===== config.mk =====
export PLATFORM = sky130hd
export DESIGN_NAME = register_file_sb
export DESIGN_NICKNAME = d
export VERILOG_FILES = /design/src/rtl/regfile_pkg.sv /design/src/rtl/regfile_scoreboard.sv /design/src/rtl/register_file_sb.sv
export SDC_FILE = /design/constraint.sdc
export NUM_CORES = 2
export LEC_CHECK = 0
export CAP_MARGIN = 15
export CORE_AREA = 2 2 329 331
export CTS_CLUSTER_DIAMETER = 30
export DETAILED_ROUTE_END_ITERATION = 12
export DIE_AREA = 0 0 331 333
export PLACE_DENSITY = 0.72
export SYNTH_ARGS = -nofsm -noshare
export SYNTH_HDL_FRONTEND = slang
export SYNTH_SLANG_ARGS = --single-unit
export TNS_END_PERCENT = 50

===== constraint.sdc =====
create_clock -name clk -period 7.4 [get_ports clk]
set_clock_uncertainty 0.2 [all_clocks]
set_input_delay 1.48 -clock clk [delete_from_list [all_inputs] [get_ports clk]]
set_output_delay 1.48 -clock clk [all_outputs]
set_load 0.005 [all_outputs]

===== src/rtl/regfile_pkg.sv =====
// Shared constants and types for the scoreboarded integer register file.
package regfile_pkg;

    localparam int XLEN_DEF  = 32;
    localparam int NREGS_DEF = 32;
    localparam int REG_ZERO  = 0;

    typedef logic [4:0]  reg_addr_t;
    typedef logic [31:0] xlen_t;

endpackage


===== src/rtl/regfile_scoreboard.sv =====
// Per-register busy scoreboard: issue sets, writeback clears, flush clears all.
// Also keeps a registered population count of the busy bits.
module regfile_scoreboard
    import regfile_pkg::*;
#(
    parameter  int NREGS = NREGS_DEF,
    localparam int AW    = $clog2(NREGS)
) (
    input  logic             clk,
    input  logic             reset_n,
    input  logic             issue_en,
    input  logic [AW-1:0]    issue_rd,
    input  logic             wr_en,
    input  logic [AW-1:0]    wr_addr,
    input  logic             flush,
    output logic [NREGS-1:0] busy,
    output logic [AW:0]      pending_cnt
);

    logic [NREGS-1:0] busy_nxt;
    logic [AW:0]      cnt_nxt;

    // Issue is applied after writeback so the newer writer keeps the register busy.
    always_comb begin
        busy_nxt = busy;
        if (wr_en && (wr_addr != AW'(REG_ZERO)))
            busy_nxt[wr_addr] = 1'b0;
        if (issue_en && (issue_rd != AW'(REG_ZERO)))
            busy_nxt[issue_rd] = 1'b1;
        if (flush)
            busy_nxt = '0;
    end

    always_comb begin
        cnt_nxt = '0;
        for (int r = 0; r < NREGS; r++)
            cnt_nxt = cnt_nxt + {{AW{1'b0}}, busy_nxt[r]};
    end

    always_ff @(posedge clk or negedge reset_n) begin
        if (!reset_n) begin
            busy        <= '0;
            pending_cnt <= '0;
        end else begin
            busy        <= busy_nxt;
            pending_cnt <= cnt_nxt;
        end
    end

endmodule


===== src/rtl/register_file_sb.sv =====
// Integer register file with NUM_RD combinational read ports, one write port and busy scoreboard.
// Define REGFILE_BYPASS_EN to forward the writeback data/busy onto matching read ports.
module register_file_sb
    import regfile_pkg::*;
#(
    parameter  int XLEN   = XLEN_DEF,
    parameter  int NREGS  = NREGS_DEF,
    parameter  int NUM_RD = 2,
    localparam int AW     = $clog2(NREGS)
) (
    input  logic                   clk,
    input  logic                   reset_n,
    input  logic [NUM_RD*AW-1:0]   rs_addr,
    output logic [NUM_RD*XLEN-1:0] rs_data,
    output logic [NUM_RD-1:0]      rs_busy,
    input  logic                   issue_en,
    input  logic [AW-1:0]          issue_rd,
    input  logic                   rf_wr_en,
    input  logic [AW-1:0]          rd_addr,
    input  logic [XLEN-1:0]        wr_data,
    input  logic                   flush,
    output logic [AW:0]            pending_cnt
);

    logic [XLEN-1:0]  regs [NREGS];
    logic [NREGS-1:0] busy;
    logic             wr_ok;

    assign wr_ok = rf_wr_en && (rd_addr != AW'(REG_ZERO));

    regfile_scoreboard #(
        .NREGS (NREGS)
    ) u_scoreboard (
        .clk         (clk),
        .reset_n     (reset_n),
        .issue_en    (issue_en),
        .issue_rd    (issue_rd),
        .wr_en       (rf_wr_en),
        .wr_addr     (rd_addr),
        .flush       (flush),
        .busy        (busy),
        .pending_cnt (pending_cnt)
    );

    // x0 is never written, so it reads as zero without a special case on the read side.
    always_ff @(posedge clk or negedge reset_n) begin
        if (!reset_n) begin
            for (int r = 0; r < NREGS; r++)
                regs[r] <= '0;
        end else if (wr_ok) begin
            regs[rd_addr] <= wr_data;
        end
    end

`ifdef REGFILE_BYPASS_EN
    logic issue_hit;
    assign issue_hit = issue_en && (issue_rd == rd_addr);
`endif

    for (genvar g = 0; g < NUM_RD; g++) begin : g_rd
        logic [AW-1:0] addr;
        assign addr = rs_addr[g*AW +: AW];
`ifdef REGFILE_BYPASS_EN
        logic fwd;
        assign fwd = wr_ok && (rd_addr == addr);
        assign rs_data[g*XLEN +: XLEN] = fwd ? wr_data : regs[addr];
        assign rs_busy[g]              = fwd ? issue_hit : busy[addr];
`else
        assign rs_data[g*XLEN +: XLEN] = regs[addr];
        assign rs_busy[g]              = busy[addr];
`endif
    end

endmodule


==> flow_summary.html <==
<table>
<tr><th>Metric</th><th>Value</th></tr>
<tr><th colspan="2">Worst hold path</th></tr>
<tr><td>Number of cells traversed by the worst hold path</td><td>0</td></tr>
<tr><td>Critical hold path startpoint</td><td>regs[1016]</td></tr>
<tr><td>WHS Endpoint</td><td>regs[1016]</td></tr>
<tr><td>Min-Delay Path Class</td><td>reg2reg</td></tr>
<tr><th colspan="2">Power and ir drop</th></tr>
<tr><td>PD cells</td><td>roughly 310 nW/um^2</td></tr>
<tr><td>Post-layout total power</td><td>about 0.022 W</td></tr>
<tr><td>P_leak</td><td>about 33 nW</td></tr>
<tr><td>Worst supply voltage drop on vdd</td><td>0.000233 V</td></tr>
<tr><th colspan="2">Detailed routing</th></tr>
<tr><td>Total routed wirelength</td><td>about 180000 um</td></tr>
<tr><td>Post-route antenna net violation count</td><td>0</td></tr>
<tr><td>Initial DRC count</td><td>approximately 4000</td></tr>
<tr><td>Number of vias per cell after detailed routing</td><td>6.49</td></tr>
<tr><td>Via count</td><td>42600</td></tr>
<tr><td>Average wire length per cell after detail routing</td><td>~27 um</td></tr>
<tr><td>Number of detailed-routing iterations run before antenna repair</td><td>6</td></tr>
<tr><td>Remaining design rule violation count</td><td>0</td></tr>
<tr><th colspan="2">Setup path</th></tr>
<tr><td>Worst Path Arrival</td><td>~7.3 ns</td></tr>
<tr><td>CP cell instances</td><td>clkdlybuf4s50_1 &gt; or3b_1 &gt; o21ai_0 &gt; a21o_1 &gt; fa_1 &gt; fa_1 &gt; inv_1 &gt; fa_1 &gt; inv_1 &gt; fa_1 &gt; fa_1 &gt; fa_1 &gt; inv_1 &gt; fa_1 &gt; fa_1 &gt; a21o_1 &gt; a21oi_1 &gt; xnor2_1</td></tr>
<tr><td>Largest fanout on the critical path</td><td>6</td></tr>
<tr><td>Crit Reg-Reg Endpoint</td><td>u_scoreboard.pending_cnt[4]</td></tr>
<tr><td>Register-to-Register Path Depth</td><td>16</td></tr>
<tr><td>Most common cell on crit path</td><td>sky130_fd_sc_hd__fa_1</td></tr>
<tr><td>Category of the most critical setup path</td><td>in2reg</td></tr>
<tr><td>Worst setup EP type</td><td>register</td></tr>
<tr><td>Source of the worst register-to-register timing path</td><td>u_scoreboard.busy[14]</td></tr>
<tr><td>Setup slack on the worst flop-to-flop path</td><td>approximately 1.8 ns</td></tr>
<tr><td>Startpoint kind of the worst setup timing path</td><td>input pin</td></tr>
<tr><td>Worst endpoint required time</td><td>between 7 and 8 ns</td></tr>
<tr><td>Maximum cell stage delay along the critical path</td><td>0.56 ns</td></tr>
<tr><td>Slowest stage cell on the critical path</td><td>sky130_fd_sc_hd__clkdlybuf4s50_1</td></tr>
<tr><th colspan="2">Layout</th></tr>
<tr><td>Layout filler cell count</td><td>approximately 8000</td></tr>
<tr><td>Post-route insts no fill</td><td>between 6000 and 7000</td></tr>
<tr><td>Final nets</td><td>~5000</td></tr>
<tr><td>Util after Layout</td><td>0.654</td></tr>
<tr><td>Syn-to-layout area delta</td><td>19.5%</td></tr>
<tr><td>Area of all placed cells without fillers</td><td>about 70000 um^2</td></tr>
<tr><td>Share of layout cells above drive strength 1</td><td>0.314</td></tr>
<tr><th colspan="2">Place</th></tr>
<tr><td>Port Buffers</td><td>approximately 130</td></tr>
<tr><td>Placement-stage cell area</td><td>around 61000 um^2</td></tr>
<tr><td>Placed cell count</td><td>6132</td></tr>
<tr><td>Total half-perimeter wirelength after legalization and detailed placement</td><td>~99000 um</td></tr>
<tr><td>Routability congestion estimate</td><td>0.861</td></tr>
<tr><th colspan="2">Synthesis</th></tr>
<tr><td>Most used flip-flop cell after synthesis</td><td>sky130_fd_sc_hd__dfrtp_1</td></tr>
<tr><td>Cell types with the largest area share after synthesis</td><td>sky130_fd_sc_hd__dfrtp_1, sky130_fd_sc_hd__mux2_2, sky130_fd_sc_hd__mux2i_1, sky130_fd_sc_hd__a22oi_1, sky130_fd_sc_hd__a22o_1</td></tr>
<tr><td>Most common cell in the synthesized netlist</td><td>sky130_fd_sc_hd__dfrtp_1</td></tr>
<tr><td>Mapped Nets</td><td>~5000</td></tr>
<tr><td>Post-synth top area share</td><td>0.456</td></tr>
<tr><td>Yosys Warn Count</td><td>0</td></tr>
<tr><td>Asr flop ratio synth</td><td>1.00</td></tr>
<tr><td>Top cells by count, synth</td><td>sky130_fd_sc_hd__dfrtp_1, sky130_fd_sc_hd__mux2i_1, sky130_fd_sc_hd__mux2_2</td></tr>
<tr><td>Mean cell area of the mapped netlist</td><td>roughly 12 um^2</td></tr>
<tr><td>EDFF count, synth</td><td>0</td></tr>
<tr><td>Sequential share of the synthesized area</td><td>0.456</td></tr>
<tr><td>Post-synthesis sequential element count</td><td>between 1000 and 1500</td></tr>
<tr><td>Unique cell type count in the Yosys netlist</td><td>35</td></tr>
<tr><td>Gate count of the mapped netlist</td><td>around 4900</td></tr>
<tr><td>Cell area after synthesis</td><td>58300 um^2</td></tr>
<tr><td>Top cell type by total area after synthesis</td><td>sky130_fd_sc_hd__dfrtp_1</td></tr>
<tr><th colspan="2">Clock network</th></tr>
<tr><td>Number of buffers inserted during clock tree synthesis</td><td>227</td></tr>
<tr><td>Clock latency of the later-clocked register in the worst-skew pair</td><td>just over 0.8 ns</td></tr>
<tr><td>Post-CTS sizing</td><td>0</td></tr>
<tr><td>TritonCTS clock tree</td><td>done</td></tr>
<tr><td>H-tree level count</td><td>4</td></tr>
<tr><td>Clock Sinks</td><td>roughly 1100</td></tr>
<tr><td>Number of buffers added for setup after CTS</td><td>0</td></tr>
<tr><td>Hold-fix buffers at CTS</td><td>0</td></tr>
<tr><td>Clock root cell</td><td>sky130_fd_sc_hd__clkbuf_16</td></tr>
<tr><td>Maximum clock path buffer count</td><td>3</td></tr>
<tr><td>Clock transition at path regs</td><td>about 0.05 ns</td></tr>
<tr><th colspan="2">STA</th></tr>
<tr><td>Final period utilization</td><td>0.917</td></tr>
<tr><td>Relative max-transition margin</td><td>0.109</td></tr>
<tr><td>Total setup violations reported at the end of the flow</td><td>0</td></tr>
<tr><td>Final number of max-transition violations</td><td>0</td></tr>
<tr><td>Time the final worst path needs with I/O delays and setup</td><td>between 6 and 7 ns</td></tr>
<tr><td>RSZ-0062 raised after global routing</td><td>false</td></tr>
<tr><td>Count of final hold-check violations</td><td>0</td></tr>
<tr><td>Transition time at the pin with the least slew margin</td><td>about 1.3 ns</td></tr>
<tr><td>Achievable Freq</td><td>about 0.15 GHz</td></tr>
<tr><td>Final-layout setup total negative slack</td><td>0 ns</td></tr>
<tr><th colspan="2">Floorplan</th></tr>
<tr><td>I/O pin count</td><td>129</td></tr>
<tr><td>Placement Rows</td><td>120</td></tr>
<tr><td>Die height</td><td>between 300 and 400 um</td></tr>
<tr><td>Core region area</td><td>approximately 110000 um^2</td></tr>
<tr><td>Area of the die</td><td>roughly 110000 um^2</td></tr>
<tr><td>Initial core utilization</td><td>0.547</td></tr>
<tr><td>Die span in x</td><td>around 330 um</td></tr>
<tr><th colspan="2">GRT</th></tr>
<tr><td>GR Overflow Total</td><td>0</td></tr>
<tr><td>First-pass GRT wire length</td><td>274000 um</td></tr>
<tr><td>Number of global-route vias before repair</td><td>44000</td></tr>
<tr><td>Largest net degree at the start of global routing</td><td>175</td></tr>
<tr><td>Overall track demand over capacity in global routing</td><td>0.327</td></tr>
<tr><td>Number of antenna violations at the first check in global routing</td><td>2</td></tr>
<tr><th colspan="2">Status</th></tr>
<tr><td>Outcome</td><td>completed</td></tr>
<tr><th colspan="2">Flow run</th></tr>
<tr><td>Number of max-cap violations</td><td>0</td></tr>
</table>
[metal layers]
metal | global-route usage | vias to the layer above | part of all wire
met3 | 0.0627 | 448 | 0.074
met2 | 0.508 | 1819 | 0.46
li1 | - | 18200 | -
met5 | 0 | - | 0
met1 | 0.448 | 22100 | 0.42
met4 | 0.143 | 0 | 0.041
[worst max-delay path by stage]
| stage | cells past startpoint | end | start |
|---|---|---|---|
| after floorplan | 19 | u_scoreboard.pending_cnt[4] | rd_addr[3] |
| after global placement | 18 | u_scoreboard.pending_cnt[4] | rf_wr_en |
| after detailed placement | 18 | u_scoreboard.pending_cnt[4] | rf_wr_en |
| after CTS | 18 | u_scoreboard.pending_cnt[4] | rf_wr_en |
| after global routing | 18 | u_scoreboard.pending_cnt[4] | rf_wr_en |
| final | 18 | u_scoreboard.pending_cnt[4] | rf_wr_en |
[kinds of logic (layout without fill, tap and decap cells)]
group | after synthesis | after routing | share of synthesized area
other | 0 | 1 | 0
adders and majority gates | 32 | 32 | 0.00995
xor gates and xnor gates | 3 | 3 | 0.000451
muxes | 2048 | 2048 | 0.373
buffers and inverters | 544 | 778 | 0.0401
DFF | 1062 | 1062 | 0.456
and+or+nand+nor | 585 | 585 | 0.0456
AOI/OAI and AO/OA | 651 | 651 | 0.0755
[through the flow]
step	setup WS (ns)	hold WS, ns
6_report	0.613	0.203
4_1_cts	0.663	0.201
3_5_place_dp	-0.170	0.188
3_3_place_gp	-0.155	0.184
2_1_floorplan	0.278	0.249
5_1_grt	0.353	0.208
[worst max-delay path, delay by kind of cell]
kind	cells	cell delay [ns]
AND/OR/NAND/NOR	1	0.46
XOR/XNOR	1	0.13
buffers and inverters	4	0.73
AO/OA/AOI/OAI	4	0.75
adder cells (fa/ha/maj)	8	3.77
[report_power, final]
part	switching, W	internal, W
clock network	0.00349	0.00733
registers	0.000811	0.00690
logic	0.00152	0.00175
total	0.00582	0.0160
[layout by cell type (no fill, tap or decap), types with 3 or more instances in the layout]
| master | count |
|---|---|
| sky130_fd_sc_hd__a21o_1 | 22 |
| sky130_fd_sc_hd__a21oi_1 | 211 |
| sky130_fd_sc_hd__a22o_1 | 132 |
| sky130_fd_sc_hd__a22oi_1 | 203 |
| sky130_fd_sc_hd__a31oi_1 | 66 |
| sky130_fd_sc_hd__and3_1 | 3 |
| sky130_fd_sc_hd__buf_12 | 49 |
| sky130_fd_sc_hd__buf_4 | 124 |
| sky130_fd_sc_hd__buf_8 | 3 |
| sky130_fd_sc_hd__bufinv_16 | 38 |
| sky130_fd_sc_hd__clkbuf_1 | 20 |
| sky130_fd_sc_hd__clkbuf_16 | 231 |
| sky130_fd_sc_hd__clkbuf_8 | 27 |
| sky130_fd_sc_hd__clkdlybuf4s50_1 | 125 |
| sky130_fd_sc_hd__clkinv_2 | 31 |
| sky130_fd_sc_hd__clkinv_4 | 22 |
| sky130_fd_sc_hd__clkinv_8 | 3 |
| sky130_fd_sc_hd__clkinvlp_4 | 31 |
| sky130_fd_sc_hd__dfrtp_1 | 1062 |
| sky130_fd_sc_hd__fa_1 | 24 |
| sky130_fd_sc_hd__ha_1 | 8 |
| sky130_fd_sc_hd__inv_1 | 47 |
| sky130_fd_sc_hd__inv_16 | 4 |
| sky130_fd_sc_hd__inv_6 | 20 |
| sky130_fd_sc_hd__mux2_1 | 8 |
| sky130_fd_sc_hd__mux2_2 | 984 |
| sky130_fd_sc_hd__mux2i_1 | 1056 |
| sky130_fd_sc_hd__nand2_1 | 239 |
| sky130_fd_sc_hd__nand2_2 | 15 |
| sky130_fd_sc_hd__nand2b_2 | 4 |
| sky130_fd_sc_hd__nand3_1 | 200 |
| sky130_fd_sc_hd__nand3b_1 | 3 |
| sky130_fd_sc_hd__nor2_1 | 10 |
| sky130_fd_sc_hd__nor2_4 | 18 |
| sky130_fd_sc_hd__nor2b_4 | 4 |
| sky130_fd_sc_hd__nor3_1 | 68 |
| sky130_fd_sc_hd__nor3b_1 | 5 |
| sky130_fd_sc_hd__nor3b_2 | 3 |
| sky130_fd_sc_hd__o21ai_0 | 16 |
| sky130_fd_sc_hd__or2_2 | 4 |
[registers in the layout (all words and copies together) (netlist names)]
| name | cells |
|---|---|
| u_scoreboard.pending_cnt | 6 |
| u_scoreboard.busy | 32 |
| regs | 1024 |
[area by class of cell]
class                      count  area [um^2]  area share
multi-input combinational   3319        29600       0.425
sequential                  1062        26600       0.381
clock buffer                 278         6230      0.0894
timing repair buffer         301         3210      0.0460
clock inverter               152         2100      0.0301
tap                         1403         1760      0.0252
inverter                      47          176     0.00253
antenna                        1         2.50   0.0000359
(Power assumes the default switching activity.)
